==> src/rtl/snake_pkg.sv <==
// Shared grid constants, pixel/direction codes and cell helpers
// for the snake game-state stage.
package snake_pkg;

    localparam int GRID_W     = 40;
    localparam int GRID_H     = 30;
    localparam int CELL_SHIFT = 4;

    localparam logic [1:0] PIX_NONE = 2'b00;
    localparam logic [1:0] PIX_HEAD = 2'b01;
    localparam logic [1:0] PIX_BODY = 2'b10;
    localparam logic [1:0] PIX_WALL = 2'b11;

    localparam logic [1:0] DIR_UP    = 2'b00;
    localparam logic [1:0] DIR_DOWN  = 2'b01;
    localparam logic [1:0] DIR_LEFT  = 2'b10;
    localparam logic [1:0] DIR_RIGHT = 2'b11;

    localparam logic [5:0] START_X = 6'd20;
    localparam logic [4:0] START_Y = 5'd15;

    typedef struct packed {
        logic [5:0] x;
        logic [4:0] y;
    } cell_t;

    typedef enum logic [1:0] {
        ST_IDLE = 2'd0,
        ST_RUN  = 2'd1,
        ST_DEAD = 2'd2
    } state_t;

    function automatic logic is_wall(input cell_t c);
        return (c.x == 6'd0) || (c.x == 6'(GRID_W - 1)) ||
               (c.y == 5'd0) || (c.y == 5'(GRID_H - 1));
    endfunction

    // Opposite directions share bit 1 and differ in bit 0.
    function automatic logic is_reverse(input logic [1:0] a,
                                        input logic [1:0] b);
        return (a[1] == b[1]) && (a[0] != b[0]);
    endfunction

    function automatic cell_t step(input cell_t c, input logic [1:0] d);
        cell_t n;
        n = c;
        case (d)
            DIR_UP:    n.y = c.y - 5'd1;
            DIR_DOWN:  n.y = c.y + 5'd1;
            DIR_LEFT:  n.x = c.x - 6'd1;
            default:   n.x = c.x + 6'd1;
        endcase
        return n;
    endfunction

endpackage

==> src/rtl/snake_body_if.sv <==
// Control, pixel-address and status bundle between the game
// controller, vga_control and the snake body stage.
interface snake_body_if;

    logic       start;
    logic       move_tick;
    logic       dir_valid;
    logic [1:0] dir_in;
    logic       grow;
    logic [9:0] x_pos;
    logic [9:0] y_pos;
    logic [1:0] snake;
    logic [5:0] head_x;
    logic [4:0] head_y;
    logic [6:0] length;
    logic       dead;
    logic       hit_wall;
    logic       hit_body;

    modport master (
        output start, move_tick, dir_valid, dir_in, grow, x_pos, y_pos,
        input  snake, head_x, head_y, length, dead, hit_wall, hit_body
    );

    modport slave (
        input  start, move_tick, dir_valid, dir_in, grow, x_pos, y_pos,
        output snake, head_x, head_y, length, dead, hit_wall, hit_body
    );

endinterface

==> src/rtl/snake_pixel_lookup.sv <==
// Classifies the addressed pixel against all segments and the wall,
// registered so the code lags x_pos/y_pos by one clock.
module snake_pixel_lookup
    import snake_pkg::*;
#(
    parameter int MAX_LEN = 16
) (
    input  logic                    clk,
    input  logic                    rst,
    input  logic [9:0]              x_pos,
    input  logic [9:0]              y_pos,
    input  cell_t [MAX_LEN-1:0]     seg,
    input  logic [6:0]              length,
    output logic [1:0]              snake
);

    cell_t      pc;
    logic       in_range;
    logic       head_m;
    logic       body_m;
    logic       wall_m;
    logic [1:0] code;

    always_comb begin
        pc.x     = x_pos[9:CELL_SHIFT];
        pc.y     = y_pos[8:CELL_SHIFT];
        in_range = (x_pos < 10'd640) && (y_pos < 10'd480);
        head_m   = (length != 7'd0) && (seg[0] == pc);
        body_m   = 1'b0;
        for (int i = 1; i < MAX_LEN; i++) begin
            if ((7'(i) < length) && (seg[i] == pc)) begin
                body_m = 1'b1;
            end
        end
        wall_m = is_wall(pc);
    end

    always_comb begin
        code = PIX_NONE;
        if (in_range) begin
            if (head_m) begin
                code = PIX_HEAD;
            end else if (body_m) begin
                code = PIX_BODY;
            end else if (wall_m) begin
                code = PIX_WALL;
            end
        end
    end

    always_ff @(posedge clk) begin
        if (rst) begin
            snake <= PIX_NONE;
        end else begin
            snake <= code;
        end
    end

endmodule

==> src/rtl/snake_body_ctrl.sv <==
// Snake game state: FSM, segment shift register, direction/grow
// handling and one-cycle collision check ahead of vga_control.
module snake_body_ctrl
    import snake_pkg::*;
#(
    parameter int MAX_LEN  = 16,
    parameter int INIT_LEN = 3
) (
    input  logic         clk,
    input  logic         rst,
    snake_body_if.slave  bus
);

    state_t               state;
    state_t               state_nx;
    cell_t [MAX_LEN-1:0]  seg;
    logic [1:0]           dir;
    logic [1:0]           pending_dir;
    logic [1:0]           eff_dir;
    logic [6:0]           len;
    logic                 grow_pending;
    logic                 hit_wall;
    logic                 hit_body;
    logic                 dir_ok;
    logic                 do_move;
    logic                 growing;
    logic                 wall_hit;
    logic                 body_hit;
    logic                 restart;
    cell_t                nh;
    logic [1:0]           pix;

    always_comb begin
        dir_ok  = bus.dir_valid && !is_reverse(bus.dir_in, dir);
        eff_dir = dir_ok ? bus.dir_in : pending_dir;
        // start always wins over a coincident move
        do_move = (state == ST_RUN) && bus.move_tick && !bus.start;
        growing = (grow_pending || bus.grow) && (len < 7'(MAX_LEN));
        nh       = step(seg[0], eff_dir);
        wall_hit = is_wall(nh);
        body_hit = 1'b0;
        // The tail cell is free to enter unless the snake grows.
        for (int i = 0; i < MAX_LEN; i++) begin
            if ((7'(i) < len) &&
                !((7'(i) == len - 7'd1) && !growing) &&
                (seg[i] == nh)) begin
                body_hit = 1'b1;
            end
        end
        restart = (state == ST_DEAD) && bus.start;
    end

    always_ff @(posedge clk) begin
        if (rst) begin
            state <= ST_IDLE;
        end else begin
            state <= state_nx;
        end
    end

    always_comb begin
        state_nx = state;
        case (state)
            ST_IDLE: begin
                if (bus.start) begin
                    state_nx = ST_RUN;
                end
            end
            ST_RUN: begin
                if (do_move && (wall_hit || body_hit)) begin
                    state_nx = ST_DEAD;
                end
            end
            ST_DEAD: begin
                if (bus.start) begin
                    state_nx = ST_IDLE;
                end
            end
            default: state_nx = ST_IDLE;
        endcase
    end

    always_ff @(posedge clk) begin
        if (rst || restart) begin
            for (int i = 0; i < MAX_LEN; i++) begin
                seg[i].x <= (i < INIT_LEN) ? START_X - 6'(i) : START_X;
                seg[i].y <= START_Y;
            end
            dir          <= DIR_RIGHT;
            pending_dir  <= DIR_RIGHT;
            len          <= 7'(INIT_LEN);
            grow_pending <= 1'b0;
            hit_wall     <= 1'b0;
            hit_body     <= 1'b0;
        end else if (state == ST_RUN) begin
            if (do_move) begin
                grow_pending <= 1'b0;
                if (wall_hit) begin
                    hit_wall <= 1'b1;
                end else if (body_hit) begin
                    hit_body <= 1'b1;
                end else begin
                    for (int i = 1; i < MAX_LEN; i++) begin
                        seg[i] <= seg[i-1];
                    end
                    seg[0]      <= nh;
                    dir         <= eff_dir;
                    pending_dir <= eff_dir;
                    if (growing) begin
                        len <= len + 7'd1;
                    end
                end
            end else begin
                if (dir_ok) begin
                    pending_dir <= bus.dir_in;
                end
                if (bus.grow) begin
                    grow_pending <= 1'b1;
                end
            end
        end
    end

    snake_pixel_lookup #(
        .MAX_LEN (MAX_LEN)
    ) u_lookup (
        .clk    (clk),
        .rst    (rst),
        .x_pos  (bus.x_pos),
        .y_pos  (bus.y_pos),
        .seg    (seg),
        .length (len),
        .snake  (pix)
    );

    always_comb begin
        bus.snake    = pix;
        bus.head_x   = seg[0].x;
        bus.head_y   = seg[0].y;
        bus.length   = len;
        bus.dead     = (state == ST_DEAD);
        bus.hit_wall = hit_wall;
        bus.hit_body = hit_body;
    end

endmodule

==> src/flat_wrapper.sv <==
// flat-port wrapper written by rule: the top's interface ports become plain ports
module snake_body_ctrl_flat import snake_pkg::*;
#(
    parameter int MAX_LEN  = 16,
    parameter int INIT_LEN = 3
)
  (clk, rst, bus_start, bus_move_tick, bus_dir_valid, bus_dir_in, bus_grow, bus_x_pos, bus_y_pos, bus_snake, bus_head_x, bus_head_y, bus_length, bus_dead, bus_hit_wall, bus_hit_body);
  snake_body_if bus_i ();
  input  logic clk;
  input  logic rst;
  input wire logic [$bits(bus_i.start)-1:0] bus_start;
  input wire logic [$bits(bus_i.move_tick)-1:0] bus_move_tick;
  input wire logic [$bits(bus_i.dir_valid)-1:0] bus_dir_valid;
  input wire logic [$bits(bus_i.dir_in)-1:0] bus_dir_in;
  input wire logic [$bits(bus_i.grow)-1:0] bus_grow;
  input wire logic [$bits(bus_i.x_pos)-1:0] bus_x_pos;
  input wire logic [$bits(bus_i.y_pos)-1:0] bus_y_pos;
  output wire logic [$bits(bus_i.snake)-1:0] bus_snake;
  output wire logic [$bits(bus_i.head_x)-1:0] bus_head_x;
  output wire logic [$bits(bus_i.head_y)-1:0] bus_head_y;
  output wire logic [$bits(bus_i.length)-1:0] bus_length;
  output wire logic [$bits(bus_i.dead)-1:0] bus_dead;
  output wire logic [$bits(bus_i.hit_wall)-1:0] bus_hit_wall;
  output wire logic [$bits(bus_i.hit_body)-1:0] bus_hit_body;
  assign bus_i.start = bus_start;
  assign bus_i.move_tick = bus_move_tick;
  assign bus_i.dir_valid = bus_dir_valid;
  assign bus_i.dir_in = bus_dir_in;
  assign bus_i.grow = bus_grow;
  assign bus_i.x_pos = bus_x_pos;
  assign bus_i.y_pos = bus_y_pos;
  assign bus_snake = bus_i.snake;
  assign bus_head_x = bus_i.head_x;
  assign bus_head_y = bus_i.head_y;
  assign bus_length = bus_i.length;
  assign bus_dead = bus_i.dead;
  assign bus_hit_wall = bus_i.hit_wall;
  assign bus_hit_body = bus_i.hit_body;
  snake_body_ctrl #(.MAX_LEN(MAX_LEN), .INIT_LEN(INIT_LEN)) u_core (.clk(clk), .rst(rst), .bus(bus_i));
endmodule
==> config.mk <==
export PLATFORM = sky130hd
export DESIGN_NAME = snake_body_ctrl_flat
export DESIGN_NICKNAME = d
export VERILOG_FILES = /design/src/rtl/snake_pkg.sv /design/src/rtl/snake_body_if.sv /design/src/rtl/snake_pixel_lookup.sv /design/src/rtl/snake_body_ctrl.sv /design/src/flat_wrapper.sv
export SDC_FILE = /design/constraint.sdc
export NUM_CORES = 1
export LEC_CHECK = 0
export CELL_PAD_IN_SITES_DETAIL_PLACEMENT = 1
export CELL_PAD_IN_SITES_GLOBAL_PLACEMENT = 2
export CORE_MARGIN = 3
export CORE_UTILIZATION = 35
export DETAILED_ROUTE_END_ITERATION = 16
export PLACE_DENSITY = 0.76
export SKIP_LAST_GASP = 1
export SLEW_MARGIN = 10
export SYNTH_ARGS = -nofsm -noshare
export SYNTH_HDL_FRONTEND = slang
export SYNTH_SLANG_ARGS = --single-unit
==> constraint.sdc <==
create_clock -name clk -period 15.7 [get_ports clk]
set_input_delay 2.355 -clock clk [delete_from_list [all_inputs] [get_ports clk]]
set_output_delay 2.355 -clock clk [all_outputs]
set_load 0.01 [all_outputs]
# Word-level counts from Yosys, hierarchy flattened
# Cells that the tools add are included.
[op_classes]
add_sub_neg = 6
n_eq_ne = 62
bitwise_logic = 3
n_mux = 46
order_cmp = 19
n_reduce_logical = 119
[ops]
columns = ["operator", "count"]
rows = [
  ["$eq A11 B11 Y1", 32],
  ["$logic_and A1 B1 Y1", 72],
  ["$eq A4 B7 Y1 const A", 8],
  ["$lt A4 B7 Y1 const A", 8],
  ["$mux W1", 34],
  ["$eq A3 B7 Y1 const A", 4],
  ["$lt A3 B7 Y1 const A", 4],
  ["$logic_not A1 Y1", 19],
  ["$mux W2", 9],
  ["$eq A2 B7 Y1 const A", 2],
  ["$lt A1 B7 Y1 const A", 2],
  ["$lt A2 B7 Y1 const A", 2],
  ["$eq A6 B6 Y1 const B", 2],
  ["$logic_not A6 Y1", 2],
  ["$pmux W6 S2", 1],
  ["$eq A5 B5 Y1 const B", 2],
  ["$logic_not A5 Y1", 2],
  ["$lt A10 B10 Y1 const B", 1],
  ["$lt A10 B9 Y1 const B", 1],
  ["$pmux W5 S2", 1],
  ["$logic_or A1 B1 Y1", 9],
  ["$reduce_and A3 Y1", 3],
  ["$ne A2 B2 Y1 const B", 4],
  ["$reduce_and A4 Y1", 2],
  ["23 further kinds", 29],
]
[totals]
register_bits = 194
in_bits = 28
out_inout_bits = 23

# Longest topological paths before layout
# Gate-level depths: netlist of run 1.
[depth]
word_depth = 30
depth_mapped = 29

# By module
# A second synthesis of run 1 with hierarchy kept.
[unflattened]
cells_unflattened = 2152
hier_area_um2 = 15836.4
[modules_own_cells]
columns = ["module", "seq_area_each_um2", "cells_per_inst", "n_inst", "area_per_inst_um2"]
rows = [
  ["snake_body_ctrl", 3843.7, 1844, 1, 13362.8],
  ["snake_pixel_lookup", 40.0, 308, 1, 2473.6],
]

# Worst setup path after synthesis of run 1
# Ideal clock, no wire load.
[synth_timing]
kind = "in2reg"
startpoint = "input port bus_dir_valid"
endpoint = "register u_core.seg[79] (netlist name)"
path_stages = 29
n_path_buf = 11
arrival_ns = 7.882
setup_slack_ns = 7.679
t_required_ns = 15.560
cell_sequence = "buf_6 > nand2_1 > o22a_1 > buf_2 > nand2_1 > buf_2 > buf_1 > clkbuf_1 > clkbuf_1 > nand2_1 > xnor2_1 > ha_1 > clkbuf_1 > or2_2 > a221o_1 > or2_1 > a221oi_4 > buf_4 > xor2_1 > nand2_1 > or4_1 > o22ai_1 > o22ai_1 > and4_1 > buf_4 > buf_6 > buf_6 > nand2_1 > o211ai_2"
[synth_between]
elab_chain_cells = 25
elab_cells_between_ends = 66
classes_between = "20 x eq/ne; 19 x mux; 2 x bitwise; 25 x reduce/logical"
[synth_lines]
columns = ["element", "line_no", "rtl"]
rows = [
  ["from (decl)", "flat_wrapper.sv:13", "input wire logic [$bits(bus_i.dir_valid)-1:0] bus_dir_valid;"],
  ["$logic_and A1 B1 Y1 (*)", "snake_body_ctrl.sv:34", "dir_ok = bus.dir_valid && !is_reverse(bus.dir_in, dir);"],
  ["$mux W2 (*)", "snake_body_ctrl.sv:35", "eff_dir = dir_ok ? bus.dir_in : pending_dir;"],
  ["$eq A2 B1 Y1 / $logic_not A2 Y1 (equally long branches)", "snake_pkg.sv:47", "case (d)"],
  ["$reduce_or A2 Y1 (no line)", "--", ""],
  ["$pmux W6 S2", "snake_pkg.sv:47", ""],
  ["$eq A11 B11 Y1", "snake_body_ctrl.sv:46", "(seg[i] == nh)) begin"],
  ["$logic_and A1 B1 Y1", "snake_body_ctrl.sv:45", "!((7'(i) == len - 7'd1) && !growing) &&"],
  ["$mux W1 (16 in a row)", "snake_body_ctrl.sv:44", "if ((7'(i) < len) &&"],
  ["$not A1 Y1 (no line)", "--", ""],
  ["$reduce_and A4 Y1 (no line) (*)", "--", ""],
]
# Every way passes the cells marked *; elsewhere a longest branch is shown, timed or not.
# A chain may end at the register's enable or synchronous reset.

# Worst setup path after layout of run 1
[layout_timing]
startpoint = "input port bus_dir_in[1]"
endpoint = "register u_core.seg[61] (netlist name)"
[layout_between]
elab_chain_cells = 28
elab_cells_between_ends = 69
classes_between = "21 x eq/ne; 19 x mux; 2 x bitwise; 27 x reduce/logical"
[layout_lines]
columns = ["element", "line_no", "rtl"]
rows = [
  ["from (decl)", "flat_wrapper.sv:14", "input wire logic [$bits(bus_i.dir_in)-1:0] bus_dir_in;"],
  ["$eq A1 B1 Y1", "snake_pkg.sv:41", "return (a[1] == b[1]) && (a[0] != b[0]);"],
  ["$logic_and A1 B1 Y1", "snake_pkg.sv:41", ""],
  ["$logic_not A1 Y1", "snake_body_ctrl.sv:34", ""],
  ["$logic_and A1 B1 Y1", "snake_body_ctrl.sv:34", ""],
  ["$mux W2 (*)", "snake_body_ctrl.sv:35", ""],
  ["$eq A2 B1 Y1 / $logic_not A2 Y1 (equally long branches)", "snake_pkg.sv:47", ""],
  ["$reduce_or A2 Y1 (no line)", "--", ""],
  ["$pmux W6 S2", "snake_pkg.sv:47", ""],
  ["$eq A11 B11 Y1", "snake_body_ctrl.sv:46", ""],
  ["$logic_and A1 B1 Y1", "snake_body_ctrl.sv:45", ""],
  ["$mux W1 (16 in a row)", "snake_body_ctrl.sv:44", ""],
  ["$not A1 Y1 (no line)", "--", ""],
  ["$reduce_and A4 Y1 (no line) (*)", "--", ""],
]
# Marks and branches as above.

==> summary.txt, run 1 <==
GRT
  – Grt total ovfl: 0
  – Total global routing track utilization: 0.361
  – Met1 Use GR: 0.485
  – Global routing usage on met3: 0.0888
  – First-pass GRT wire length: approximately 130,000 um
  – Busiest grt layer: met2
  – Largest net degree at the start of global routing: 93
  – Initial antenna violation count: 0
  – Vias in the first global route: 17,803
  – Met2 usage: 0.527

Clock network
  – Hold Buf Count CTS: 0
  – TritonCTS clock tree: yes
  – H-tree depth: 4
  – Setup Fix Bufs, Post-CTS: 0
  – Root Driver: clkbuf_16
  – CTS Buf Count: 17
  – Post-CTS Resized: 0
  – Worst-Skew Late Latency: 0.52 ns
  – Clock sinks: 194
  – Clock Tree Buf Depth: 2
  – Clk slew on worst S/H paths: ~0.08 ns

Route
  – Vias: ~19,000
  – Detail Route Antenna Nets: 0
  – Initial detailed-routing violation count: 2,171
  – Via/cell ratio: 6.63
  – Average wire per standard cell: 33.3 um
  – DRC errors left: 0
  – Total Wirelength: 93,000 um
  – 1st-pass router iterations: 5

Critical path
  – Crit path launch type: input pin
  – CP cell instances: clkdlybuf4s50_1 > xor2_2 > o2bb2a_1 > buf_4 > nand2_1 > buf_4 > nand2_1 > inv_1 > fa_1 > nand2b_1 > a21o_1 > buf_4 > nor3_1 > nor3_2 > xnor2_1 > xnor2_1 > nor4_1 > a2bb2oi_1 > a41o_1 > nand4_1 > buf_4 > buf_4 > mux2i_1 > nor2_1
  – CP Capture Type: flop
  – Crit-path max FO: 61
  – WP buf/inv: 7
  – Stages on worst setup path: 24
  – R2R Path Start: u_core.dir[1]
  – Crit-path slowest cell: nor4_1
  – Crit Path Category: input pin to flop
  – Critical path arrival: 11.08 ns
  – Critical path's top delay family: buffers and inverters
  – Crit path launch: bus_dir_in[1]
  – Worst Setup EP: u_core.seg[61]
  – R2r worst-path depth: 23
  – Crit path top cell by count: buf_4
  – Worst Path Required: roughly 16 ns
  – R2r endpoint: u_core.seg[61]
  – Max incr delay on CP: 0.91 ns
  – Worst R2R Setup Slack: 6.88 ns

Pwr
  – Leak: 6.62 nW
  – Power per Cell Area: 78.3 nW/um2
  – VDD IR-drop max: 0.0911 mV

Place
  – DP Worst Slack: 4.77 ns
  – Port Buf Inserts: 42
  – HPWL Detailed: 66,500 um
  – GP Congestion: 1.01
  – Placed cells: 2,758
  – Placed Area: 17,500 um2

STA
  – Fmax achieved: 0.0933 GHz
  – Final period util: 0.682
  – Max_slew headroom: 0.0624
  – Final setup vio count: 0
  – Unrepaired setup endpoints after global routing: no
  – Sum Neg Setup Slack: 0 ns
  – Crit path time final: between 10 and 15 ns
  – Final hold violation count: 0
  – Clk_skew: 0.0195 ns
  – PnR worst setup slack: 4.99 ns
  – Slew Limit Fails: 0
  – Worst-margin pin slew: 1.41 ns

Yosys
  – Simple-Gate Fraction of Synth Area: 0.265
  – Mux share of post-synthesis cell area: 0.0462
  – Most numerous cell in the Yosys netlist: nor2_1
  – Synth top area cells: dfxtp_1 (23%), xnor2_1 (11%), nor2_1 (6.5%)
  – Syn_area_per_cell: approximately 7.4 um2
  – Ys flop type: dfxtp_1
  – Post-synth EDFFs: 0
  – Adder-cell area share of the yosys netlist: 0.00856
  – Post-Syn Instances: ~2,300
  – Netlist Area Pre-Place: between 15,000 and 20,000 um2
  – Largest family of logic cells by synthesized area: simple AND/OR/NAND/NOR gates
  – Top cell type's share of synthesized area: 0.229
  – Post-synthesis async set-or-reset flop share: 0
  – Mapped Nets: 2,322
  – Share of the synthesized area in compound gates (AO/OA/AOI/OAI): 0.196
  – Area leader, netlist: dfxtp_1
  – Xor and xnor area share after synthesis: 0.180
  – Sequential area share after synthesis: 0.229
  – Post-synthesis register bit count: 194
  – Distinct cells, synth: between 90 and 100
  – Yosys synthesis warning count: 0
  – Top cells by count, synth: nor2_1 (294), xnor2_1 (217), dfxtp_1 (194)

Cells and area
  – Final instance area: 18,100 um2
  – FILL cells: about 5,800
  – Area grow syn2layout: 6.72%
  – Nets@finish: 2,201
  – Share of cells above drive strength 1: 0.0676
  – Final core utilization: 0.379
  – Post-Layout Cell Count: 2,791

Floorplanning
  – # IOs: 51
  – Initial Util: 0.355
  – Die Ht: around 230 um
  – Core Footprint: around 48,000 um2
  – # rows: 80
  – Die area: roughly 50,000 um2
  – Chip Width: 226 um

Worst hold path
  – Worst hold-check path type: flop to flop

Run
  – Maxcap violations: 0

Status
  – Status: finished, final reports clean
metal layers:
layer  wire (um)  vias up
met2       39100     1010
met3        9190      241
li1            -     7955
met4        5540        0
met5           0        -
met1       39200     9305
report_power, final:
part	internal (mW)	total [mW]	switching, mW	leakage [nW]
clock network	0.212	0.452	0.240	0.272
logic	0.133	0.452	0.319	4.78
registers	0.498	0.512	0.0139	1.57
flip-flops by register name, summed over array words and instances (netlist names):
register / count
u_core.seg: 165
u_core.bus.length: 7
u_core.bus.head_x: 6
u_core.bus.head_y: 5
u_core.dir: 2
u_core.pending_dir: 2
u_core.state: 2
u_core.u_lookup.snake: 2
u_core.bus.hit_body: 1
u_core.bus.hit_wall: 1
u_core.grow_pending: 1
how the worst min path moves through the flow:
stage                              from  slack, ns  cells past startpoint                  end
finish              u_core.bus.hit_wall       0.49                      2  u_core.bus.hit_wall
global route        u_core.bus.hit_wall       0.52                      2  u_core.bus.hit_wall
CTS                 u_core.bus.hit_body       0.49                      2  u_core.bus.hit_body
detailed placement  u_core.bus.hit_body       0.47                      2  u_core.bus.hit_body
global placement    u_core.bus.hit_wall       0.45                      2  u_core.bus.hit_wall
floorplan           u_core.grow_pending       0.50                      2  u_core.grow_pending
logic make-up after synthesis:
| logic type | after synthesis |
|---|---|
| xor gates and xnor gates | 341 |
| and+or+nand+nor | 889 |
| muxes | 78 |
| AOI/OAI and AO/OA | 488 |
| DFF | 194 |
| adders and majority gates | 11 |
| buffers and inverters | 282 |
worst register-to-register path: stages (launching register included):
cell and delay [ns]:
dfxtp_1 0.50, xor2_2 0.44, o2bb2a_1 0.21, buf_4 0.36, nand2_1 0.10, buf_4 0.32, nand2_1 0.26, inv_1 0.08
fa_1 0.45, nand2b_1 0.23, a21o_1 0.18, buf_4 0.24, nor3_1 0.83, nor3_2 0.33, xnor2_1 0.56, xnor2_1 0.20
nor4_1 0.92, a2bb2oi_1 0.17, a41o_1 0.30, nand4_1 0.14, buf_4 0.67, buf_4 0.81, mux2i_1 0.31, nor2_1 0.06
metrics by stage:
stage	total power, mW	hold slack (ns)
after detailed placement	0.955	0.467
after floorplan	0.784	0.496
after global routing	1.46	0.516
after global placement	0.950	0.455
final	1.42	0.487
after CTS	1.41	0.492
cell type report:
type | count | area, um2 | area share
Clock buffer | 19 | 443 | 0.0245
Inverter | 37 | 139 | 0.00768
Sequential cell | 194 | 3890 | 0.215
Multi-Input combinational cell | 1807 | 11800 | 0.655
Timing Repair Buffer | 105 | 893 | 0.0494
Tap cell | 615 | 769 | 0.0425
Clock inverter | 13 | 114 | 0.00629
Antenna cell | 1 | 2.50 | 0.000138
cell usage in the layout (no fill, tap or decap), types with 19 or more instances in the layout:
cell,synthesis,final
nor2_1,294,292
xnor2_1,217,217
dfxtp_1,194,190
o21ai_0,132,131
xor2_1,118,118
nand2_1,116,115
nor3_1,83,83
a21oi_1,81,79
nand3_1,76,76
mux2i_1,76,76
nand4_1,74,74
nor4_1,68,68
buf_4,19,63
clkdlybuf4s50_1,0,42
o211ai_1,39,39
inv_1,37,37
a31oi_1,26,26
or4_1,25,25
nand2b_1,24,24
or3_1,23,23
a211oi_1,20,20
and3_1,19,19
(Power assumes the default switching activity.)
==> run 2: changes to the inputs <==
==> constraint.sdc (replaced) <==
create_clock -name clk -period 11 [get_ports clk]
set_input_delay 1.65 -clock clk [delete_from_list [all_inputs] [get_ports clk]]
set_output_delay 1.65 -clock clk [all_outputs]
set_load 0.01 [all_outputs]
==> run 2 against run 1 <==
Final area is 1.4% higher. Wire length grew 3.3%. First-iteration DRC count decreased by 4.0%. Clock power rose by 45%. Worst setup slack worse by 3.0 ns. Sequential power rose by 43%.
==> summary.txt, run 2 (same netlist as run 1, synthesis figures left out) <==
GRT
  – Grt total ovfl: 0 (unchanged)
  – Vias in the first global route: 17,698 (-0.59%)
  – Busiest grt layer: met2
  – Initial antenna violation count: 1 (+1)
  – Largest net degree at the start of global routing: 90 (-3.2%)
  – Met2 usage: 0.538 (+0.0109)
  – First-pass GRT wire length: 135,000 um (+1.6%)
  – Met1 Use GR: 0.509 (+0.0246)
  – Total global routing track utilization: 0.371 (+0.00997)
  – Global routing usage on met3: 0.0864 (-0.00234)

Run
  – Maxcap violations: 0 (unchanged)

Pwr
  – Power per Cell Area: 112 nW/um2 (+43%)
  – VDD IR-drop max: 0.110 mV (+20%)
  – Leak: 6.77 nW (+2.3%)
  – Total power: 2.05 mW (+45%)

Critical path
  – CP cell instances: clkdlybuf4s50_1 > xnor2_2 > o22a_1 > buf_4 > nand2_2 > nand2_1 > xnor2_1 > ha_1 > nand3_1 > a21oi_2 > nor2_1 > a21boi_0 > o221ai_1 > nor4b_1 > a311o_1 > a2111oi_1 > nand4_1 > buf_12 > buf_4 > mux2i_1 > nor2_1
  – R2R Path Start: u_core.dir[0]
  – Worst Path Required: 11.36 ns (-4.71 ns)
  – CP Capture Type: flop
  – Worst Setup EP: u_core.seg[18]
  – Max incr delay on CP: 0.93 ns (+0.02 ns)
  – Crit path launch type: input pin
  – Crit Path Category: input pin to flop
  – R2r worst-path depth: 20 (-13%)
  – Crit-path slowest cell: a21oi_2
  – R2r endpoint: u_core.seg[18]
  – Critical path arrival: 9.34 ns (-1.74 ns)
  – Crit-path max FO: 76 (+25%)
  – WP buf/inv: 4 (-3)
  – Stages on worst setup path: 21 (-13%)
  – Crit path launch: bus_dir_in[0]
  – Critical path's top delay family: compound AO/OA/AOI/OAI gates
  – Worst R2R Setup Slack: 3.23 ns (-3.65 ns)

Cells and area
  – Most flops, register: u_core.seg
  – Most common cell after layout, fill and taps aside: nor2_1
  – Footprint of the multi-input gates: 11,900 um2 (about the same)
  – FILL cells: 5,805 (-0.19%)
  – Most frequent cells in the layout: nor2_1 (292), xnor2_1 (217), dfxtp_1 (190), o21ai_0 (131), xor2_1 (118)
  – Share of cells above drive strength 1: 0.0778 (+0.0102)
  – Register area: 3890 um2 (unchanged)
  – Final core utilization: 0.384 (+0.00532)
  – Area grow syn2layout: 8.22%
  – Nets@finish: 2,225 (+1.1%)
  – Max FFs per register: 165 (unchanged)

Floorplanning
  – Core Footprint: 47,700 um2 (unchanged)
  – # rows: 80 (unchanged)
  – Chip Width: 226 um (unchanged)
  – Die area: 51,100 um2 (unchanged)
  – # IOs: 51 (unchanged)
  – Die Ht: 226 um (unchanged)
  – Initial Util: 0.355 (unchanged)

STA
  – Final hold violation count: 0 (unchanged)
  – Worst-margin pin slew: 1.26 ns (-0.150 ns)
  – Clk_skew: 0.0222 ns (+0.00272 ns)
  – Fmax achieved: 0.111 GHz
  – Unrepaired setup endpoints after global routing: no
  – Crit path time final: 8.98 ns
  – Max_slew headroom: 0.151 (+0.0884)
  – Final period util: 0.816
  – Final setup vio count: 0 (unchanged)
  – Sum Neg Setup Slack: 0 ns (unchanged)
  – Slew Limit Fails: 0 (unchanged)

Place
  – HPWL Detailed: 69,900 um (+5.1%)
  – GP Congestion: 0.994 (-2.0%)
  – Port Buf Inserts: 42 (unchanged)

Clock network
  – Clk slew on worst S/H paths: 0.08 ns (about the same)
  – Hold Buf Count CTS: 0 (unchanged)
  – Post-CTS Resized: 0 (unchanged)
  – Setup Fix Bufs, Post-CTS: 0 (unchanged)
  – Clock sinks: 194 (unchanged)
  – Root Driver: clkbuf_16
  – CTS Buf Count: 17 (unchanged)
  – H-tree depth: 4 (unchanged)
  – TritonCTS clock tree: yes
  – Clock Tree Buf Depth: 2 (unchanged)
  – Worst-Skew Late Latency: 0.53 ns (about the same)

Route
  – Average wire per standard cell: 34.1 um (+2.3%)
  – Vias: 18,566 (+0.30%)
  – Total Wirelength: 96,100 um (+3.3%)
  – Detail Route Antenna Nets: 0 (unchanged)
  – Via/cell ratio: 6.59 (-0.59%)
  – DRC errors left: 0 (unchanged)
  – 1st-pass router iterations: 5 (unchanged)
  – Initial detailed-routing violation count: 2,084 (-4.0%)

Worst hold path
  – Hold path depth: 2 (unchanged)
  – Worst hold-check path type: flop to flop

Status
  – Status: finished, final reports clean
==> run 2: cell count changes in the layout (fill, tap and decap cells not counted), sizes merged <==
| cell | previous run | this run |
|---|---|---|
| diode | 1 | 2 |
| clkbuf | 19 | 20 |
| buf | 63 | 87 |
| clkinvlp | 2 | 0 |
| inv | 44 | 43 |
| clkinv | 4 | 6 |
==> run 2: worst reg2reg max path, cell delays in order (launching register included) <==
cell and delay, ns:
dfxtp_1 0.41, xnor2_2 0.43, o22a_1 0.18, buf_4 0.41
nand2_2 0.38, nand2_1 0.23, xnor2_1 0.15, ha_1 0.38
nand3_1 0.37, a21oi_2 0.93, nor2_1 0.39, a21boi_0 0.43
o221ai_1 0.21, nor4b_1 0.51, a311o_1 0.37, a2111oi_1 0.12
nand4_1 0.22, buf_12 0.38, buf_4 0.72, mux2i_1 0.33
nor2_1 0.07
==> run 2: worst min path at each step <==
stage,startpoint,to
final,u_core.bus.hit_body,u_core.bus.hit_body
after global routing,u_core.bus.hit_body,u_core.bus.hit_body
after CTS,u_core.bus.hit_body,u_core.bus.hit_body
after detailed placement,u_core.bus.hit_body,u_core.bus.hit_body
after global placement,u_core.bus.hit_wall,u_core.bus.hit_wall
after floorplan,u_core.grow_pending,u_core.grow_pending
==> run 2: layout make-up <==
class                           instances  share of cell area
Inverter                               37             0.00757
Clock inverter                         12             0.00655
Sequential cell                       194               0.212
Multi-Input combinational cell       1807               0.646
Clock buffer                           20              0.0243
Timing Repair Buffer                  129              0.0612
Tap cell                              615              0.0419
Antenna cell                            2            0.000273
==> run 2: where the power goes <==
| group | switching (mW) | internal (mW) |
|---|---|---|
| combinational | 0.465 | 0.199 |
| clock | 0.349 | 0.305 |
| sequential | 0.0197 | 0.711 |
| total | 0.833 | 1.21 |
==> run 2: stage by stage <==
step | hold slack (ns) | instances | setup WS, ns | instance area (um2)
floorplan | 0.496 | 2283 | 3.68 | 17000
global placement | 0.457 | 2782 | 1.98 | 17800
detailed placement | 0.462 | 2782 | 1.84 | 17800
CTS | 0.487 | 2814 | 2.31 | 18300
global route | 0.529 | 2815 | 1.96 | 18300
finish | 0.480 | 2816 | 2.02 | 18300
==> run 2: layer usage <==
metal	wire [um]	share of wire	vias to the layer above
met5	0	0	-
met4	5220	0.054	0
met3	9350	0.097	248
met2	39900	0.42	986
met1	41500	0.43	9346
li1	-	-	7986
==> run 3: changes to the inputs <==
--- a/config.mk
+++ b/config.mk
@@ -8,9 +8,9 @@
 export CELL_PAD_IN_SITES_DETAIL_PLACEMENT = 1
 export CELL_PAD_IN_SITES_GLOBAL_PLACEMENT = 2
 export CORE_MARGIN = 3
-export CORE_UTILIZATION = 35
+export CORE_UTILIZATION = 34
 export DETAILED_ROUTE_END_ITERATION = 16
-export PLACE_DENSITY = 0.76
+export PLACE_DENSITY = 0.77
 export SKIP_LAST_GASP = 1
 export SLEW_MARGIN = 10
 export SYNTH_ARGS = -nofsm -noshare
==> constraint.sdc (replaced) <==
create_clock -name clk -period 7.6 [get_ports clk]
set_input_delay 1.14 -clock clk [delete_from_list [all_inputs] [get_ports clk]]
set_output_delay 1.14 -clock clk [all_outputs]
set_load 0.01 [all_outputs]
==> run 3 against run 2 <==
Flip-flop and latch count stayed put. Register-to-register slack worse by 2.1 ns. Non-clock buffer count is 46 higher. Die area is 2.9% higher. Cell count is 3.3% higher. Largest cell class unchanged. Core utilization is 0.086 points higher. Total power is 52% higher. Critical path depth is 1 higher.
==> summary.txt, run 3 (same netlist as run 1, synthesis figures left out) <==
Critical path
  – Crit path launch: bus_dir_in[1]
  – Crit path launch type: input pin
  – R2R Path Start: u_core.dir[1]
  – R2r endpoint: u_core.bus.length[3]
  – Worst Setup EP: u_core.bus.length[3]
  – Crit-path max FO: 8 (-89%)
  – R2r worst-path depth: 21 (+5.0%)
  – Max incr delay on CP: 0.63 ns (-0.30 ns)
  – Worst R2R Setup Slack: 1.15 ns (-2.08 ns)
  – Critical path arrival: 7.61 ns (-1.73 ns)
  – Crit Path Category: input pin to flop
  – CP cell instances: clkdlybuf4s50_1 > xor2_2 > o2bb2a_1 > nand2_1 > nand2_1 > inv_1 > fa_1 > nand2b_1 > a21oi_2 > nand2_1 > o311ai_0 > buf_4 > a22oi_1 > nand2b_1 > or4_1 > o2111ai_1 > a2111oi_1 > buf_4 > nand4_1 > buf_4 > or4_1 > a21oi_1
  – CP Capture Type: flop
  – Crit-path slowest cell: o311ai_0
  – Worst Path Required: 8.01 ns (-3.35 ns)

STA
  – Clk_skew: 0.0223 ns (+0.000122 ns)
  – Final hold violation count: 0 (unchanged)
  – Final period util: 0.947
  – Slew Limit Fails: 0 (unchanged)
  – Worst-margin pin slew: 1.14 ns (-0.114 ns)
  – Final setup vio count: 0 (unchanged)
  – Sum Neg Setup Slack: 0 ns (unchanged)
  – Crit path time final: just over 7 ns
  – Fmax achieved: 0.139 GHz
  – Unrepaired setup endpoints after global routing: no
  – Max_slew headroom: 0.233 (+0.0821)

Cells and area
  – Most frequent cells in the layout: nor2_1 (292), xnor2_1 (217), dfxtp_1 (189), o21ai_0 (132), buf_4 (123)
  – Area grow syn2layout: 11.4%
  – Most flops, register: u_core.seg
  – Max FFs per register: 165 (unchanged)
  – Nets@finish: 2,271 (+2.1%)
  – Most common cell after layout, fill and taps aside: nor2_1
  – Share of cells above drive strength 1: 0.0971 (+0.0193)

Floorplanning
  – Core Footprint: 49,100 um2 (+2.7%)
  – Die area: 52,600 um2 (+2.9%)
  – # rows: 81 (+1.3%)
  – # IOs: 51 (unchanged)
  – Chip Width: 229 um (+1.4%)
  – Die Ht: 229 um (+1.4%)
  – Initial Util: 0.346 (-0.00946)

Clock network
  – Clock Tree Buf Depth: 2 (unchanged)
  – Root Driver: clkbuf_16
  – Clk slew on worst S/H paths: 0.09 ns (about the same)
  – Post-CTS Resized: 0 (unchanged)
  – Hold Buf Count CTS: 0 (unchanged)
  – Clock sinks: 194 (unchanged)
  – Worst-Skew Late Latency: 0.51 ns (-0.02 ns)
  – H-tree depth: 4 (unchanged)
  – TritonCTS clock tree: yes
  – Setup Fix Bufs, Post-CTS: 0 (unchanged)
  – CTS Buf Count: 17 (unchanged)

GRT
  – Vias in the first global route: 18,151 (+2.6%)
  – First-pass GRT wire length: 137,000 um (+1.7%)
  – Grt total ovfl: 0 (unchanged)
  – Total global routing track utilization: 0.358 (-0.0126)
  – Largest net degree at the start of global routing: 88 (-2.2%)
  – Initial antenna violation count: 1 (unchanged)

Pwr
  – Clock power frac: 0.338 (+0.019)
  – Leak: 7.05 nW (+4.0%)
  – Comb pwr share: 0.321 (-0.003)
  – Internal power: 1.89 mW (+56%)
  – VDD IR-drop max: 0.177 mV (+61%)
  – Total power: 3.11 mW (+52%)
  – Sw frac: 0.391 (-0.0160)
  – Sequential share of power: 0.341 (-0.016)
  – Net switching power: 1.21 mW (+46%)
  – Power per Cell Area: 164 nW/um2 (+47%)

Route
  – DRC errors left: 0 (unchanged)
  – Via/cell ratio: 6.50 (-1.4%)
  – Vias: 18,918 (+1.9%)
  – Detail Route Antenna Nets: 0 (unchanged)
  – Average wire per standard cell: 33.1 um (-2.9%)
  – Initial detailed-routing violation count: 2,274 (+9.1%)
  – Total Wirelength: 96,400 um (+0.37%)
  – 1st-pass router iterations: 6 (+1)

Place
  – GP Congestion: 1.06 (+6.3%)
  – HPWL Detailed: 71,700 um (+2.6%)
  – Port Buf Inserts: 42 (unchanged)

Worst hold path
  – Hold path depth: 2 (unchanged)
  – Worst hold-check path type: flop to flop

Run
  – Maxcap violations: 0 (unchanged)

Status
  – Status: finished, final reports clean
run 3: worst max-delay path, delay by kind of cell:
family	cells	cell delay, ns
AND/OR/NAND/NOR	8	1.75
adder cells (fa/ha/maj)	1	0.47
XOR/XNOR	1	0.36
AO/OA/AOI/OAI	7	2.51
buffers and inverters	5	1.37
run 3: stage by stage:
step | hold slack, ns | instances | instance area, um2 | setup WS, ns | utilization
final | 0.504 | 2910 | 18900 | 0.403 | 0.385
after global routing | 0.522 | 2909 | 18900 | 0.288 | 0.385
after CTS | 0.502 | 2909 | 18900 | 0.606 | 0.385
after detailed placement | 0.476 | 2877 | 18200 | 0.124 | 0.372
after global placement | 0.456 | 2877 | 18200 | 0.203 | 0.372
after floorplan | 0.496 | 2283 | 17000 | 0.794 | -
run 3: worst min-delay path by stage:
| stage | endpoint | slack, ns | start |
|---|---|---|---|
| finish | u_core.bus.hit_wall | 0.50 | u_core.bus.hit_wall |
| global route | u_core.bus.hit_wall | 0.52 | u_core.bus.hit_wall |
| CTS | u_core.bus.hit_body | 0.50 | u_core.bus.hit_body |
| detailed placement | u_core.bus.hit_body | 0.48 | u_core.bus.hit_body |
| global placement | u_core.bus.hit_wall | 0.46 | u_core.bus.hit_wall |
| floorplan | u_core.grow_pending | 0.50 | u_core.grow_pending |
run 3: final cells by class:
cell class                      count  area, um2
Tap cell                          664        831
Clock buffer                       18        429
Sequential cell                   194       3890
Fill cell                        6011      30200
Inverter                           37        139
Multi-Input combinational cell   1807      11800
Antenna cell                        1       2.50
Clock inverter                     14        213
Timing Repair Buffer              175       1540
run 3: metal layers:
layer / GRT usage / vias up / wire (um)
li1: - / 8103 / -
met1: 0.498 / 9570 / 42100
met2: 0.525 / 1032 / 40100
met3: 0.0593 / 211 / 8510
met4: 0.197 / 2 / 5700
met5: 0 / - / 12
run 3: power by group through the flow:
stage                     combinational, mW  sequential, mW  clock [mW]
after floorplan                       0.559            1.06           0
after global placement                0.950            1.08           0
after detailed placement              0.959            1.08           0
after CTS                             0.962            1.06        1.07
after global routing                   1.03            1.06        1.10
final                                 0.998            1.06        1.05
